===== src/rtl/rle_row_encoder.sv =====
// Run-length encoder for one binary mask row: emits (start, end) column pairs into the
// even/odd run-code banks, then two END_MARK terminators, then pulses row_done.
module rle_row_encoder #(
    parameter int WIDTH    = 1024,
    parameter int DEPTH    = 1040,
    parameter int END_MARK = 2047
) (
    input  logic        clk,
    input  logic        rst,
    input  logic        row_start,
    input  logic        row_odd,
    input  logic        pix_valid,
    input  logic [10:0] pix_col,
    input  logic        pix_mask,
    output logic        we0,
    output logic        we1,
    output logic [10:0] waddr,
    output logic [10:0] wdata,
    output logic [10:0] wr_count,
    output logic        row_done,
    output logic [9:0]  run_count,
    output logic        overflow,
    output logic        row_err
);

    typedef enum logic [2:0] {
        S_IDLE,
        S_ROW,
        S_CLOSE,
        S_TERM1,
        S_TERM2,
        S_DONE
    } state_t;

    localparam logic [10:0] L_LAST_COL  = 11'(WIDTH - 1);
    localparam logic [10:0] L_IND_LIMIT = 11'(DEPTH - 4);  // room for start, end and both terminators
    localparam logic [10:0] L_END_MARK  = 11'(END_MARK);

    state_t      r_state;
    state_t      w_next_state;
    logic [10:0] r_ind;
    logic        r_prev_mask;
    logic        r_run_open;
    logic        r_parity;
    logic        r_overflow;
    logic [9:0]  r_run_count;
    logic        r_we0;
    logic        r_we1;
    logic [10:0] r_waddr;
    logic [10:0] r_wdata;
    logic        r_row_err;

    logic        w_accept;
    logic        w_ignored;
    logic        w_wr;
    logic [10:0] w_wdata;
    logic        w_prev_mask;
    logic        w_run_open;
    logic        w_run_inc;
    logic        w_set_ovf;

    // NOTE: every signal gets a default before the case so no path can infer a latch.
    always_comb begin
        w_next_state = r_state;
        w_accept     = 1'b0;
        w_ignored    = 1'b0;
        w_wr         = 1'b0;
        w_wdata      = '0;
        w_prev_mask  = r_prev_mask;
        w_run_open   = r_run_open;
        w_run_inc    = 1'b0;
        w_set_ovf    = 1'b0;

        unique case (r_state)
            S_IDLE, S_DONE: begin
                if (row_start) begin
                    w_accept     = 1'b1;
                    w_next_state = S_ROW;
                end else if (r_state == S_DONE) begin
                    w_next_state = S_IDLE;
                end
            end
            S_ROW: begin
                if (row_start) begin
                    w_accept = 1'b1;
                end else if (pix_valid) begin
                    w_prev_mask = pix_mask;
                    if (!r_prev_mask && pix_mask) begin
                        // A dropped run leaves run_open low, so its falling edge writes nothing.
                        if (r_ind <= L_IND_LIMIT) begin
                            w_wr       = 1'b1;
                            w_wdata    = pix_col;
                            w_run_open = 1'b1;
                        end else begin
                            w_set_ovf = 1'b1;
                        end
                    end else if (r_prev_mask && !pix_mask && r_run_open) begin
                        w_wr       = 1'b1;
                        w_wdata    = pix_col - 11'd1;
                        w_run_open = 1'b0;
                        w_run_inc  = 1'b1;
                    end
                    if (pix_col == L_LAST_COL) begin
                        w_next_state = S_CLOSE;
                    end
                end
            end
            S_CLOSE: begin
                w_ignored = row_start;
                if (r_run_open) begin
                    w_wr       = 1'b1;
                    w_wdata    = L_LAST_COL;
                    w_run_open = 1'b0;
                    w_run_inc  = 1'b1;
                end
                w_next_state = S_TERM1;
            end
            S_TERM1: begin
                w_ignored    = row_start;
                w_wr         = 1'b1;
                w_wdata      = L_END_MARK;
                w_next_state = S_TERM2;
            end
            S_TERM2: begin
                w_ignored    = row_start;
                w_wr         = 1'b1;
                w_wdata      = L_END_MARK;
                w_next_state = S_DONE;
            end
            default: w_next_state = S_IDLE;
        endcase
    end

    // NOTE: sequential state uses non-blocking assignments so every register samples pre-edge values.
    always_ff @(posedge clk or posedge rst) begin
        if (rst) begin
            r_state     <= S_IDLE;
            r_ind       <= '0;
            r_prev_mask <= 1'b0;
            r_run_open  <= 1'b0;
            r_parity    <= 1'b0;
            r_overflow  <= 1'b0;
            r_run_count <= '0;
            r_we0       <= 1'b0;
            r_we1       <= 1'b0;
            r_waddr     <= '0;
            r_wdata     <= '0;
            r_row_err   <= 1'b0;
        end else begin
            r_state   <= w_next_state;
            r_row_err <= w_ignored;
            r_we0     <= w_wr & ~r_parity;
            r_we1     <= w_wr & r_parity;
            if (w_wr) begin
                r_waddr <= r_ind;
                r_wdata <= w_wdata;
            end
            if (w_accept) begin
                r_parity    <= row_odd;
                r_ind       <= '0;
                r_prev_mask <= 1'b0;
                r_run_open  <= 1'b0;
                r_run_count <= '0;
                r_overflow  <= 1'b0;
            end else begin
                r_prev_mask <= w_prev_mask;
                r_run_open  <= w_run_open;
                if (w_wr)      r_ind       <= r_ind + 11'd1;
                if (w_run_inc) r_run_count <= r_run_count + 10'd1;
                if (w_set_ovf) r_overflow  <= 1'b1;
            end
        end
    end

    assign we0       = r_we0;
    assign we1       = r_we1;
    assign waddr     = r_waddr;
    assign wdata     = r_wdata;
    assign wr_count  = r_ind;
    assign row_done  = (r_state == S_DONE);
    assign run_count = r_run_count;
    assign overflow  = r_overflow;
    assign row_err   = r_row_err;

endmodule


===== config.mk =====
export PLATFORM = sky130hd
export DESIGN_NAME = rle_row_encoder
export DESIGN_NICKNAME = d
export VERILOG_FILES = /design/src/rtl/rle_row_encoder.sv
export SDC_FILE = /design/constraint.sdc
export NUM_CORES = 1
export LEC_CHECK = 0
export ABC_CLOCK_PERIOD_IN_PS = 2400
export CORE_ASPECT_RATIO = 1.4
export CORE_MARGIN = 2
export CORE_UTILIZATION = 50
export CTS_CLUSTER_DIAMETER = 60
export DETAILED_ROUTE_END_ITERATION = 10
export PLACE_DENSITY = 0.8
export SYNTH_ARGS = -nofsm -noshare
export SYNTH_HDL_FRONTEND = slang
export SYNTH_SLANG_ARGS = --single-unit

===== constraint.sdc =====
create_clock -name clk -period 2.4 [get_ports clk]
set_input_delay 0.72 -clock clk [delete_from_list [all_inputs] [get_ports clk]]
set_output_delay 0.72 -clock clk [all_outputs]
set_load 0.02 [all_outputs]

==> results by group <==
CTS
  • Clock Pin Slew Worst Setup and Hold Paths: 0.09 ns
  • CTS max path bufs: 2
  • Clock insertion delay at the later pin of the skew report: 0.30 ns
  • Clock Sinks: 53
  • CTS H-tree depth: 2
  • CTS Buf Count: 5
  • CTS tree: done
  • # Post-CTS Setup Buffers: 0
  • Clock root buffer: clkbuf_8

STA
  • Setup repair after global routing missed its margin: no
  • Final worst setup slack: 0.0822 ns
  • Max Fclk: 431 MHz
  • Tcrit/Tclk final: 96.6%
  • Worst slew margin: 72.4%
  • Final hold violations: 0
  • Final slew viol count: 0
  • Worst-Margin Slew: 0.414 ns
  • Final min period: 2.32 ns
  • Final Hold Slack: 0.444 ns
  • Setup TNS: 0 ns
  • Final setup vio count: 0
  • Clock Skews: 0.00455 ns

Floorplanning
  • DIE AREA: 6370 um^2
  • Num rows: 32
  • Die Ht: 93.7 um
  • Die W: 68.1 um
  • Initial Utilization: 52.0%
  • Core area: 5530 um^2
  • IO Pins: 65

Place
  • DP Area: 3790 um^2
  • GP Congestion: 0.848
  • Post-DP HPWL: 5.02 mm
  • Worst slack, placed: -0.364 ns
  • IO Port Bufs: 64

Synth
  • Async set-reset flop share out of synthesis: 100%
  • Cell Area, Synth: 2870 um^2
  • Number of synthesized flops with an enable pin: 0
  • Syn Nets: 313
  • Synth Register Bits: 53
  • Avg Cell Area, Syn: 9.87 um^2
  • Synth warn: 0
  • Yosys top cell by area: dfrtp_1
  • Register area share after synthesis: 46.2%
  • Cells after Synth: 291
  • Dominant synthesized flop cell: dfrtp_1
  • Yosys top cell area share: 46.2%
  • Top post-synthesis cells by area: dfrtp_1 (46%), a21oi_1 (3.7%), nor3_1 (3.7%)
  • Synth cell types: 56

Global route
  • Gr usage total: 22.5%
  • GRT overflow: 0
  • First-pass GRT wire length: 11.0 mm
  • Vias in the first global route: 2517
  • Antenna violations before repair: 0
  • Largest net degree at the start of global routing: 54

Setup path
  • Crit path kind: primary input to flip-flop
  • CP max FO: 3
  • Reg2reg path depth: 5
  • Worst EP arrival: 2.51 ns
  • Critical Path RT: 2.59 ns
  • Crit. End Element: flip-flop
  • Startpoint types: primary input

Routing
  • Vias: 2557
  • Met3 wire len: 206 um
  • Drt via density: 5.71
  • Antenna-violating nets left: 0
  • Routed wire length: 6.88 mm
  • DR top layer: met4
  • DR WL/cell: 15.4 um
  • First drt pass iteration count: 4
  • M1 WL: 2.75 mm
  • Met2 WL: 3.72 mm
  • DRC viols: 0
  • First DRT Iteration DRCs: 221

Finish
  • Share of layout cells above drive strength 1: 16.8%
  • N_diodes: 0
  • Finished Cell Area: 3940 um^2
  • Area growth from synthesis to layout: 37.1%
  • Final #Nets: 402

Power and ir drop
  • Worst vdd rail ir drop: 0.521 mV
  • Lkg Pwr: 1.69 nW
  • Power Dens Cells: 805 nW/um^2

Outcome
  • Outcome: completed

Run
  • MaxCap Viol Count: 0

Min path
  • Hold Path Depth: 1
  • Hold Crit Class: flip-flop to flip-flop
==> final cells by class <==
cell class,instances,area (um^2)
Sequential cell,53,1330
Tap cell,68,85.1
Clock inverter,2,35.0
Timing Repair Buffer,98,920
Clock buffer,5,68.8
Multi-Input combinational cell,217,1480
Fill cell,459,1590
Inverter,5,18.8
==> worst max-delay path: stages <==
cell and delay, ns:
clkdlybuf4s50_1 0.44, or4_4 0.59, buf_4 0.17, nor4_1 0.23, xor2_1 0.11, a22oi_1 0.16
a21oi_1 0.09
==> cell usage after synthesis (5+ instances only) <==
library cell and count:
xor2_1 10, clkbuf_1 8, nand3_1 6, ha_1 5
nand2b_1 8, mux2_2 5, dfrtp_1 53, nand2_1 26
mux2i_1 8, o21ai_0 10, nor2_1 22, inv_1 5
a21oi_1 21, xnor2_1 9, nand4_1 8, nor3_1 21
==> cells in the final DEF, fill, tap and decap left out, types with 5 or more instances in the layout <==
| cell | count |
|---|---|
| clkdlybuf4s50_1 | 63 |
| dfrtp_1 | 53 |
| buf_4 | 32 |
| nand2_1 | 26 |
| nor2_1 | 22 |
| a21oi_1 | 21 |
| nor3_1 | 19 |
| o21ai_0 | 10 |
| xor2_1 | 10 |
| xnor2_1 | 9 |
| nand2b_1 | 8 |
| nand4_1 | 8 |
| mux2i_1 | 8 |
| nand3_1 | 6 |
| mux2_2 | 5 |
| ha_1 | 5 |
| clkbuf_8 | 5 |
==> final timing paths <==
kind / from / to / slack, ns
hold reg to reg: r_parity / we0 / 0.44
hold / removal: r_parity / we0 / 0.44
min in group asynchronous: rst / run_count[0] / 0.78
max in group asynchronous: rst / wdata[2] / 1.38
setup reg to reg: r_state[2] / wr_count[7] / 0.21
setup / recovery: pix_col[3] / wdata[7] / 0.08
==> repair_timing <==
item	4_1_cts	5_1_grt
hold buffers	0	0
endpoints found under the setup margin	2	4
resized for setup	2	6
==> state kept, by name (all words and copies together) (netlist names) <==
register and cells:
run_count 10, wr_count 11, we1 1, we0 1
r_run_open 1, wdata 11, row_err 1, r_parity 1
waddr 11, r_prev_mask 1, overflow 1, r_state 3
==> through the flow <==
step	utilization [%]	total power [W]	std cells
after floorplan	-	0.00201	291
after global placement	68.7	0.00256	441
after detailed placement	68.7	0.00260	441
after CTS	70.6	0.00319	448
after global routing	71.2	0.00335	448
final	71.2	0.00317	448
==> routing by layer <==
| metal | vias to the layer above | global-route usage (%) |
|---|---|---|
| met5 | - | 0 |
| met4 | 0 | 10.5 |
| met2 | 74 | 39.4 |
| li1 | 1227 | - |
| met3 | 19 | 2.76 |
| met1 | 1237 | 26.4 |
==> cell families after synthesis <==
kind of cell,synth area share (%)
AOI/OAI and AO/OA,12.2
adders and majority gates,2.18
DFF,46.2
and+or+nand+nor,22.9
xor gates and xnor gates,5.80
buffers and inverters,3.57
muxes,7.10
==> where the power goes <==
group	internal, W	leakage, nW	switching [W]	total, W
Clock	0.000303	0.0540	0.000276	0.000579
Combinational	0.000649	0.949	0.000767	0.00142
Sequential	0.00106	0.684	0.000112	0.00117
Total	0.00201	1.69	0.00116	0.00317
(Power assumes the default switching activity.)
